$ cat src/rtl/fdma_wframe_sched_pkg.sv
// Shared constants for the FDMA frame write scheduler: FSM encoding,
// buffer-index width and the burst address increment.
package fdma_pkg;

  localparam logic [2:0] ST_IDLE      = 3'd0;
  localparam logic [2:0] ST_WAIT_DATA = 3'd1;
  localparam logic [2:0] ST_REQ       = 3'd2;
  localparam logic [2:0] ST_BUSY      = 3'd3;
  localparam logic [2:0] ST_DONE      = 3'd4;

  localparam int BUF_IDX_W = 2;

  // Byte distance between consecutive bursts of one frame.
  function automatic int unsigned addr_inc(input int unsigned burst_len,
                                           input int unsigned data_width);
    return burst_len * (data_width / 8);
  endfunction

endpackage

$ cat src/rtl/fdma_burst_req.sv
// One FDMA burst handshake: raise wareq until the arbiter reports busy,
// then flag the end of the burst on the falling edge of wbusy.
module fdma_burst_req #(
  parameter int ADDR_W = 21
) (
  input  logic              clk,
  input  logic              rst,
  input  logic              start,
  input  logic [ADDR_W-1:0] addr,
  input  logic [15:0]       size,
  input  logic              wbusy,
  output logic              wareq,
  output logic [ADDR_W-1:0] waddr,
  output logic [15:0]       wsize,
  output logic              burst_end
);

  logic              req_q;
  logic              busy_q;
  logic              wbusy_dly_q;
  logic [ADDR_W-1:0] waddr_q;
  logic [15:0]       wsize_q;

  always_ff @(posedge clk or posedge rst) begin
    if (rst) begin
      req_q       <= 1'b0;
      busy_q      <= 1'b0;
      wbusy_dly_q <= 1'b0;
      waddr_q     <= '0;
      wsize_q     <= '0;
    end else begin
      wbusy_dly_q <= wbusy;
      if (start) begin
        req_q   <= 1'b1;
        busy_q  <= 1'b0;
        waddr_q <= addr;
        wsize_q <= size;
      end else if (req_q && wbusy) begin
        req_q  <= 1'b0;
        busy_q <= 1'b1;
      end else if (burst_end) begin
        busy_q <= 1'b0;
      end
    end
  end

  assign burst_end = busy_q & wbusy_dly_q & ~wbusy;
  assign wareq     = req_q;
  assign waddr     = waddr_q;
  assign wsize     = wsize_q;

endmodule

$ cat src/rtl/fdma_wframe_sched.sv
// Per-channel frame write scheduler: drains the video FIFO in bursts,
// rotates frame buffers and publishes the last completed one.
module fdma_wframe_sched
  import fdma_pkg::*;
#(
  parameter int unsigned AXI_DATA_WIDTH = 32,
  parameter int unsigned AXI_ADDR_WIDTH = 21,
  parameter int unsigned BURST_LEN      = 256,
  parameter int unsigned FRAME_BURSTS   = 300,
  parameter int unsigned BUF_NUM        = 3,
  parameter int unsigned BASE_ADDR      = 0,
  parameter int unsigned BUF_STRIDE     = 'h80000
) (
  input  logic                      ui_clk,
  input  logic                      ui_rst,
  input  logic                      frame_start,
  input  logic [15:0]               fifo_rd_cnt,
  output logic                      fifo_rden,
  output logic [AXI_ADDR_WIDTH-1:0] fdma_waddr,
  output logic                      fdma_wareq,
  output logic [15:0]               fdma_wsize,
  input  logic                      fdma_wbusy,
  input  logic                      fdma_wvalid,
  output logic [BUF_IDX_W-1:0]      wbuf_idx,
  output logic [BUF_IDX_W-1:0]      rbuf_idx,
  output logic                      rbuf_valid,
  output logic                      frame_done,
  output logic                      frame_drop
);

  localparam int                   CNT_W    = $clog2(FRAME_BURSTS + 1);
  localparam logic [31:0]          ADDR_INC = addr_inc(BURST_LEN, AXI_DATA_WIDTH);
  localparam logic [15:0]          WSIZE    = 16'(BURST_LEN);
  localparam logic [BUF_IDX_W-1:0] LAST_BUF = BUF_IDX_W'(BUF_NUM - 1);
  localparam logic [CNT_W-1:0]     LAST_BST = CNT_W'(FRAME_BURSTS - 1);

  logic [2:0]           state_q, state_d;
  logic [CNT_W-1:0]     burst_cnt_q, burst_cnt_d;
  logic [BUF_IDX_W-1:0] wbuf_q, wbuf_d;
  logic [BUF_IDX_W-1:0] rbuf_q, rbuf_d;
  logic                 rvalid_q, rvalid_d;
  logic                 pend_q, pend_d;
  logic                 done_q, done_d;
  logic                 drop_q, drop_d;
  logic                 start_req;
  logic                 burst_end;
  logic [AXI_ADDR_WIDTH-1:0] addr_calc;

  assign addr_calc = AXI_ADDR_WIDTH'(BASE_ADDR + 32'(wbuf_q) * BUF_STRIDE
                                     + 32'(burst_cnt_q) * ADDR_INC);

  always_comb begin
    state_d     = state_q;
    burst_cnt_d = burst_cnt_q;
    wbuf_d      = wbuf_q;
    rbuf_d      = rbuf_q;
    rvalid_d    = rvalid_q;
    pend_d      = pend_q;
    done_d      = 1'b0;
    drop_d      = 1'b0;
    start_req   = 1'b0;
    case (state_q)
      ST_IDLE: begin
        if (frame_start) begin
          state_d     = ST_WAIT_DATA;
          burst_cnt_d = '0;
        end
      end
      ST_WAIT_DATA: begin
        // A new frame start here abandons the partial frame on the same buffer.
        if (frame_start) begin
          drop_d      = 1'b1;
          burst_cnt_d = '0;
        end else if (fifo_rd_cnt >= WSIZE && !fdma_wbusy) begin
          state_d   = ST_REQ;
          start_req = 1'b1;
        end
      end
      ST_REQ: begin
        if (frame_start) pend_d = 1'b1;
        if (fdma_wbusy) state_d = ST_BUSY;
      end
      ST_BUSY: begin
        if (frame_start) pend_d = 1'b1;
        if (burst_end) begin
          if (burst_cnt_q == LAST_BST) begin
            state_d = ST_DONE;
            done_d  = 1'b1;
          end else if (pend_q || frame_start) begin
            state_d     = ST_WAIT_DATA;
            drop_d      = 1'b1;
            burst_cnt_d = '0;
            pend_d      = 1'b0;
          end else begin
            state_d     = ST_WAIT_DATA;
            burst_cnt_d = burst_cnt_q + CNT_W'(1);
          end
        end
      end
      ST_DONE: begin
        rbuf_d   = wbuf_q;
        rvalid_d = 1'b1;
        wbuf_d   = (wbuf_q == LAST_BUF) ? '0 : wbuf_q + BUF_IDX_W'(1);
        if (pend_q || frame_start) begin
          state_d     = ST_WAIT_DATA;
          burst_cnt_d = '0;
          pend_d      = 1'b0;
        end else begin
          state_d = ST_IDLE;
        end
      end
      default: state_d = ST_IDLE;
    endcase
  end

  always_ff @(posedge ui_clk or posedge ui_rst) begin
    if (ui_rst) begin
      state_q     <= ST_IDLE;
      burst_cnt_q <= '0;
      wbuf_q      <= '0;
      rbuf_q      <= '0;
      rvalid_q    <= 1'b0;
      pend_q      <= 1'b0;
      done_q      <= 1'b0;
      drop_q      <= 1'b0;
    end else begin
      state_q     <= state_d;
      burst_cnt_q <= burst_cnt_d;
      wbuf_q      <= wbuf_d;
      rbuf_q      <= rbuf_d;
      rvalid_q    <= rvalid_d;
      pend_q      <= pend_d;
      done_q      <= done_d;
      drop_q      <= drop_d;
    end
  end

  fdma_burst_req #(
    .ADDR_W(AXI_ADDR_WIDTH)
  ) u_burst_req (
    .clk      (ui_clk),
    .rst      (ui_rst),
    .start    (start_req),
    .addr     (addr_calc),
    .size     (WSIZE),
    .wbusy    (fdma_wbusy),
    .wareq    (fdma_wareq),
    .waddr    (fdma_waddr),
    .wsize    (fdma_wsize),
    .burst_end(burst_end)
  );

  assign fifo_rden  = fdma_wvalid && (state_q == ST_BUSY);
  assign wbuf_idx   = wbuf_q;
  assign rbuf_idx   = rbuf_q;
  assign rbuf_valid = rvalid_q;
  assign frame_done = done_q;
  assign frame_drop = drop_q;

endmodule

$ cat config.mk
export PLATFORM = sky130hd
export DESIGN_NAME = fdma_wframe_sched
export DESIGN_NICKNAME = d
export VERILOG_FILES = /design/src/rtl/fdma_wframe_sched_pkg.sv /design/src/rtl/fdma_burst_req.sv /design/src/rtl/fdma_wframe_sched.sv
export SDC_FILE = /design/constraint.sdc
export NUM_CORES = 1
export LEC_CHECK = 0
export ABC_CLOCK_PERIOD_IN_PS = 2350
export BUFFER_PORTS_ARGS = -buffer_cell sky130_fd_sc_hd__buf_2
export CORE_AREA = 2 2 95 60
export DETAILED_ROUTE_END_ITERATION = 8
export DIE_AREA = 0 0 97 62
export GPL_TIMING_DRIVEN = 0
export PLACE_DENSITY_LB_ADDON = 0.3
export SYNTH_ARGS = -nofsm -noshare
export SYNTH_HDL_FRONTEND = slang
export SYNTH_HIERARCHICAL = 1
export SYNTH_SLANG_ARGS = --single-unit
$ cat constraint.sdc
create_clock -name ui_clk -period 2.35 [get_ports ui_clk]
set_clock_uncertainty 0.05 [all_clocks]
set_input_delay 0.47 -clock ui_clk [delete_from_list [all_inputs] [get_ports ui_clk]]
set_output_delay 0.47 -clock ui_clk [all_outputs]
set_load 0.1 [all_outputs]
==> results.md, run 1 <==
- Detailed placement HPWL: 3770 um
- Top-area cell type share of the netlist area: 55.2%
- Slack of the critical path: roughly 140 ps
- Initial antenna violation count: 0
- Clock root buffer: clkbuf_8
- Total global routing overflow: 0
- Critical path endpoint category: output port
- Io pins: 67
- Largest net degree at the start of global routing: 41
- Min Tclk post-route: 2210 ps
- Slew Viols, Final: 0
- Critical path arrival: around 1700 ps
- Number of enable flip-flop cells after synthesis: 0
- Syn Std Cell Area: 0.00272 mm^2
- Port bufs: 57
- Synth Register Bits: 60
- H-tree depth: 3
- RSZ-0062 raised after global routing: no
- Std-Cell Rows: 21
- Skew-Pair Late Insertion Delay: 340 ps
- Nets: 323
- Post-synthesis sequential area ratio: ~55%
- Ys flop type: dfrtp_1
- Synth top area cells: dfrtp_1, mux2_2, mux2_4, o221ai_1, mux2i_1
- Cell count after synthesis: 209
- Die area: 0.00601 mm^2
- CP max FO: 10
- Total number of vias: between 1500 and 2000
- Yosys cell types: 43
- Drt via density: 5.14
- Slowest cell on the critical path: dfrtp_1
- Final Cycle Share: 93.9%
- Met1 WL: 2600 um
- Fraction of registers with async set/reset: 100%
- Routability Congestion: 0.843
- Largest stage delay, worst path: 380 ps
- Final Hold Viols: 0
- Crit path required time: 1830 ps
- Drt wl/cell: 14.7 um
- Max Cap Viol: 0
- Syn Area/Cell: 13.0 um^2
- HP Class: in2async
- Most common cell after layout, fill and taps aside: dfrtp_1
- Critical path cell sequence: buf_6 -> nand3b_4 -> clkbuf_1 -> nor2_2 -> buf_6
- Die Ht: 62 um
- Drt first pass iters: 4
- Total GRT Usage: approximately a fifth
- Leading area contributor after synthesis: dfrtp_1
- Most frequent cells in the layout: dfrtp_1, buf_2, mux2_2
- Number of global-route vias before repair: 1853
- Cts bufs inserted: 9
- TritonCTS clock tree: yes
- Antenna viol nets, final: 0
- Initial Utilization: 51.5%
- Global-route wire length before repair: ~9000 um
- Share of post-route cells with drive strength above 1: 44.3%
- Ant. Diodes: 0
- Status: finished clean
- Yosys warns: 6
- CP Class: reg2out
- Met3 WL post-DR: 377 um
- Post-route DRC: 0
- Iter 0 DRT Violations: about 140
- Highest Signal Layer: met4
- Clock sink total: 60
- Area grow syn2layout: 25.9%
- Fill count: 427
- Fmax achieved: 453 MHz
- Post-CTS Setup Bufs: 0
- Setup WS pre-CTS: -47.3 ps
- Met2 WL: 2440 um
- Critical Path Most Common Cell: buf_6
- Worst setup SP type: flip-flop
- # setup viols final: 0
- Slew of the pin with the lowest slew margin: between 800 and 900 ps
- Worst slew margin: about 46%
- CTS max path bufs: 2
- Clock-pin slew on the worst setup and hold paths: approximately 70 ps
- Die X: 97 um
- Total wire length: around 5500 um
- Core area: 0.00528 mm^2
state kept, by name, indices dropped and copies added, names as in the netlist:
register and cells:
u_burst_req/busy_q 1, burst_cnt_q 9, pend_q 1, rbuf_idx 2, u_burst_req/wareq 1, wbuf_idx 2
u_burst_req/wbusy_dly_q 1, rbuf_valid 1, state_q 3, frame_drop 1, u_burst_req/waddr 21, u_burst_req/wsize 16
frame_done 1
final timing paths:
| kind | start | endpoint | slack, ps | cells after the start |
|---|---|---|---|---|
| setup reg to reg | state_q[1]$_DFFE_PP0P_ | u_burst_req/wsize[11]$_DFFE_PP0P_ | 160 | 6 |
| max in group asynchronous | ui_rst | u_burst_req/waddr[17]$_DFFE_PP0P_ | 1490 | 2 |
| hold reg to reg | rbuf_valid$_DFFE_PP0P_ | rbuf_valid$_DFFE_PP0P_ | 420 | 1 |
| min in group ui_clk | fdma_wbusy | u_burst_req/wbusy_dly_q$_DFF_PP0_ | 250 | 1 |
| hold / removal | ui_rst | burst_cnt_q[4]$_DFFE_PP0P_ | 230 | 2 |
| setup / recovery | state_q[2]$_DFFE_PP0P_ | fifo_rden | 140 | 5 |
layer usage:
layer | global-route usage, % | vias up
li1 | - | 918
met1 | 27.4 | 934
met2 | 30.0 | 61
met3 | 7.83 | 8
met4 | 6.64 | 0
met5 | 0 | -
final cells by class:
cell class                      instances  area (um^2)  share of cell area [%]
Sequential cell                        60         1500                    43.9
Multi-Input combinational cell        152         1190                    34.9
Timing Repair Buffer                   57          292                    8.52
Clock buffer                           11          151                    4.42
Buffer                                 12         90.1                    2.63
Tap cell                               69         86.3                    2.52
Clock inverter                          4         72.6                    2.12
Inverter                                9         33.8                   0.987
critical path, delay by kind of cell, from the launching register on:
| kind | cells | cell delay, ps |
|---|---|---|
| simple gates | 2 | 330 |
| flops | 1 | 380 |
| buf+inv | 3 | 630 |
cell usage after synthesis, drive strengths merged (2+ instances only):
master / number
inv: 9
or3: 5
and4bb: 2
mux2i: 5
nor2: 6
nand3: 4
and3: 2
nor4: 2
o21bai: 2
nand2: 8
dfrtp: 60
or2: 3
and4b: 2
clkbuf: 2
buf: 10
o221ai: 7
nand2b: 4
o21ai: 3
mux2: 39
o2bb2ai: 5
conb: 2
a21oi: 7
nor3: 4
o21a: 2
metrics by stage:
| step | cell area [um^2] | hold WS (ps) | util (%) | cells | TNS (ps) |
|---|---|---|---|---|---|
| floorplan | 2810 | 384 | - | 233 | 0 |
| global placement | 3180 | 404 | 60.2 | 359 | -195 |
| detailed placement | 3180 | 402 | 60.2 | 359 | -281 |
| CTS | 3410 | 248 | 64.7 | 374 | 0 |
| global route | 3420 | 252 | 64.8 | 374 | 0 |
| finish | 3420 | 235 | 64.8 | 374 | 0 |
cell families (layout without fill, tap and decap cells):
group	after synthesis	count (layout)	synth area share, %
xor gates and xnor gates	1	1	0.322
muxes	44	44	19.1
and+or+nand+nor	46	46	10.5
other	2	26	0.276
AOI/OAI and AO/OA	34	34	9.58
DFF	60	60	55.2
adders and majority gates	1	1	0.460
buffers and inverters	21	93	4.56
timing repair:
item | in CTS | in global routing
setup endpoints to repair | 12 | 7
gates resized for setup | 2 | 2
hold buffers | 0 | 0
pin swaps | 0 | 0
cloned | 0 | 0
Power of run 1 is not shown: default switching activity piles up to over one toggle a cycle in this logic, so the estimate is an artifact.
==> run 2: changes to the inputs <==
--- a/config.mk
+++ b/config.mk
@@ -5,11 +5,11 @@
 export SDC_FILE = /design/constraint.sdc
 export NUM_CORES = 1
 export LEC_CHECK = 0
-export ABC_CLOCK_PERIOD_IN_PS = 2350
+export ABC_CLOCK_PERIOD_IN_PS = 1800
 export BUFFER_PORTS_ARGS = -buffer_cell sky130_fd_sc_hd__buf_2
-export CORE_AREA = 2 2 95 60
+export CORE_AREA = 2 2 100 63
 export DETAILED_ROUTE_END_ITERATION = 8
-export DIE_AREA = 0 0 97 62
+export DIE_AREA = 0 0 102 65
 export GPL_TIMING_DRIVEN = 0
 export PLACE_DENSITY_LB_ADDON = 0.3
 export SYNTH_ARGS = -nofsm -noshare
==> constraint.sdc (replaced) <==
create_clock -name ui_clk -period 1.8 [get_ports ui_clk]
set_clock_uncertainty 0.05 [all_clocks]
set_input_delay 0.36 -clock ui_clk [delete_from_list [all_inputs] [get_ports ui_clk]]
set_output_delay 0.36 -clock ui_clk [all_outputs]
set_load 0.1 [all_outputs]
==> run 2 against run 1 <==
Register-to-register slack worse by 250 ps. Die area is 10% higher. Final cell count is 9.1% higher. Setup slack worse by 230 ps. Global-route usage is 0.13 points lower. The flow now finishes with violations (setup timing). Critical path type is now reg2reg.
==> results.md, run 2 (synthesized netlist as in run 1, its figures left out) <==
- Status: complete, but fails checks
- Failing checks: setup timing
- Most common cell after layout, fill and taps aside: dfrtp_1
- Drt first pass iters: 4 (unchanged)
- Die area: 0.00663 mm^2 (+10%)
- H-tree depth: 3 (unchanged)
- Initial Utilization: 46.6% (-4.9 points)
- Critical path arrival: 2050 ps (+360 ps)
- Slack of the critical path: -87.1 ps (-231 ps)
- Most frequent cells in the layout: dfrtp_1, buf_2, conb_1
- Total global routing overflow: 0 (unchanged)
- Worst setup SP type: flip-flop
- Area occupied by registers: 0.00150 mm^2 (unchanged)
- Largest net degree at the start of global routing: 41 (unchanged)
- Iter 0 DRT Violations: 101 (-28%)
- Routability Congestion: 0.811 (-3.9%)
- Die X: 102 um (+5.2%)
- CTS Hold Bufs: 0 (unchanged)
- Total wire length: 5970 um (+8.9%)
- Final Hold Viols: 0 (unchanged)
- Clock sink total: 60 (unchanged)
- Worst slew margin: 44.5% (-1.3 points)
- HP Class: in2async
- Slew of the pin with the lowest slew margin: 831 ps (+19.6 ps)
- Slew Viols, Final: 0 (unchanged)
- Cts bufs inserted: 9 (unchanged)
- Detailed placement HPWL: 3860 um (+2.6%)
- Io pins: 67 (unchanged)
- Clock-pin slew on the worst setup and hold paths: 70 ps (about the same)
- Ant. Diodes: 0 (unchanged)
- TritonCTS clock tree: yes
- Number of global-route vias before repair: 1989 (+7.3%)
- Critical path endpoint category: flip-flop
- Port bufs: 57 (unchanged)
- Skew-Pair Late Insertion Delay: 330 ps (about the same)
- Final Cycle Share: 105%
- Post-route DRC: 0 (unchanged)
- Global-route wire length before repair: 9880 um (+7.2%)
- CTS max path bufs: 2 (unchanged)
- Antenna viol nets, final: 0 (unchanged)
- Initial antenna violation count: 0 (unchanged)
- RSZ-0062 raised after global routing: yes
- Drt via density: 5.07 (-1.2%)
- CP max FO: 8 (-2)
- Fill count: 466 (+9.1%)
- Reg2Reg Depth: 7 (+1)
- Total number of vias: 2070 (+7.8%)
- Nets: 342 (+5.9%)
- Max Cap Viol: 0 (unchanged)
- Fin util: 64.5% (-0.28 points)
- Drt wl/cell: 14.6 um (-0.16%)
- # setup viols final: 39 (+39)
- Core area: 0.00584 mm^2 (+10%)
- Share of post-route cells with drive strength above 1: 50.3% (+6.0 points)
- Number of flip-flops in the largest register: 21 (unchanged)
- Area of the multi-input gates: 0.00129 mm^2 (+8.4%)
- Min Tclk post-route: 1890 ps
- Die Ht: 65 um (+4.8%)
- CP Class: reg2reg
- Fmax achieved: 530 MHz
- Clock root buffer: clkbuf_8
- Total GRT Usage: 19.9% (-0.13 points)
- Crit path required time: 1960 ps (+130 ps)
- Area grow syn2layout: 38.5%
- Std-Cell Rows: 22 (+4.8%)
-- run 2: changes by cell type in the layout (fill, tap and decap cells not counted), moves of 2 or more --
cell    previous run  this run
or2_4              0         2
mux2_2            31        22
or2_2              3         1
buf_12             0         3
buf_4              5        20
mux2_4             8        17
buf_6              4         7
buf_2             58        56
-- run 2: final timing paths --
kind / startpoint / end / slack (ps)
worst min register to register: rbuf_valid$_DFFE_PP0P_ / rbuf_valid$_DFFE_PP0P_ / 420
worst max register to register: state_q[1]$_DFFE_PP0P_ / u_burst_req/wsize[13]$_DFFE_PP0P_ / -90
worst min-delay path: ui_rst / rbuf_idx[1]$_DFFE_PP0P_ / 140
min in group ui_clk: fdma_wbusy / u_burst_req/wbusy_dly_q$_DFF_PP0_ / 140
max in group asynchronous: ui_rst / u_burst_req/wsize[15]$_DFFE_PP0P_ / 1020
worst max-delay path: state_q[1]$_DFFE_PP0P_ / u_burst_req/wsize[13]$_DFFE_PP0P_ / -90
-- run 2: critical path, stage by stage (launching register included) --
cell and delay (ps):
dfrtp_1 400, buf_6 130, or2_4 240, nor4b_4 210, buf_4 190, buf_6 130
buf_12 130, mux2_4 300
-- run 2: per-stage QoR --
stage / hold WS, ps / instance area, um^2 / worst slack [ps] / TNS [ps] / cells
2_1_floorplan: 274 / 2850 / -93.4 / -1040 / 233
3_3_place_gp: 398 / 3240 / -212 / -8640 / 374
3_5_place_dp: 399 / 3240 / -279 / -8550 / 374
4_1_cts: 122 / 3670 / -67.3 / -721 / 400
5_1_grt: 133 / 3760 / -151 / -4360 / 408
6_report: 135 / 3760 / -87.1 / -1720 / 408
-- run 2: final cells by class --
cell class / instances / area share [%]
clock buffer: 11 / 4.02
inverter: 9 / 0.997
tap: 84 / 2.79
sequential: 60 / 39.9
multi-input combinational: 152 / 34.4
buffer: 11 / 3.52
timing repair buffer: 77 / 12.5
clock inverter: 4 / 1.93
-- run 2: routing by layer --
layer / share of wire, % / GRT usage [%] / vias to the layer above
met5: 0 / 0 / -
met4: 1.3 / 6.00 / 0
met3: 7.2 / 7.55 / 8
met2: 45 / 29.4 / 68
met1: 46 / 27.3 / 1041
li1: - / - / 953
-- run 2: timing repair --
item	in CTS	in global routing
pin swaps	2	2
cloned	0	0
gates resized for setup	24	11
setup endpoints to repair	49	54
setup buffers	12	8
Power of run 2 is left out for the same reason.
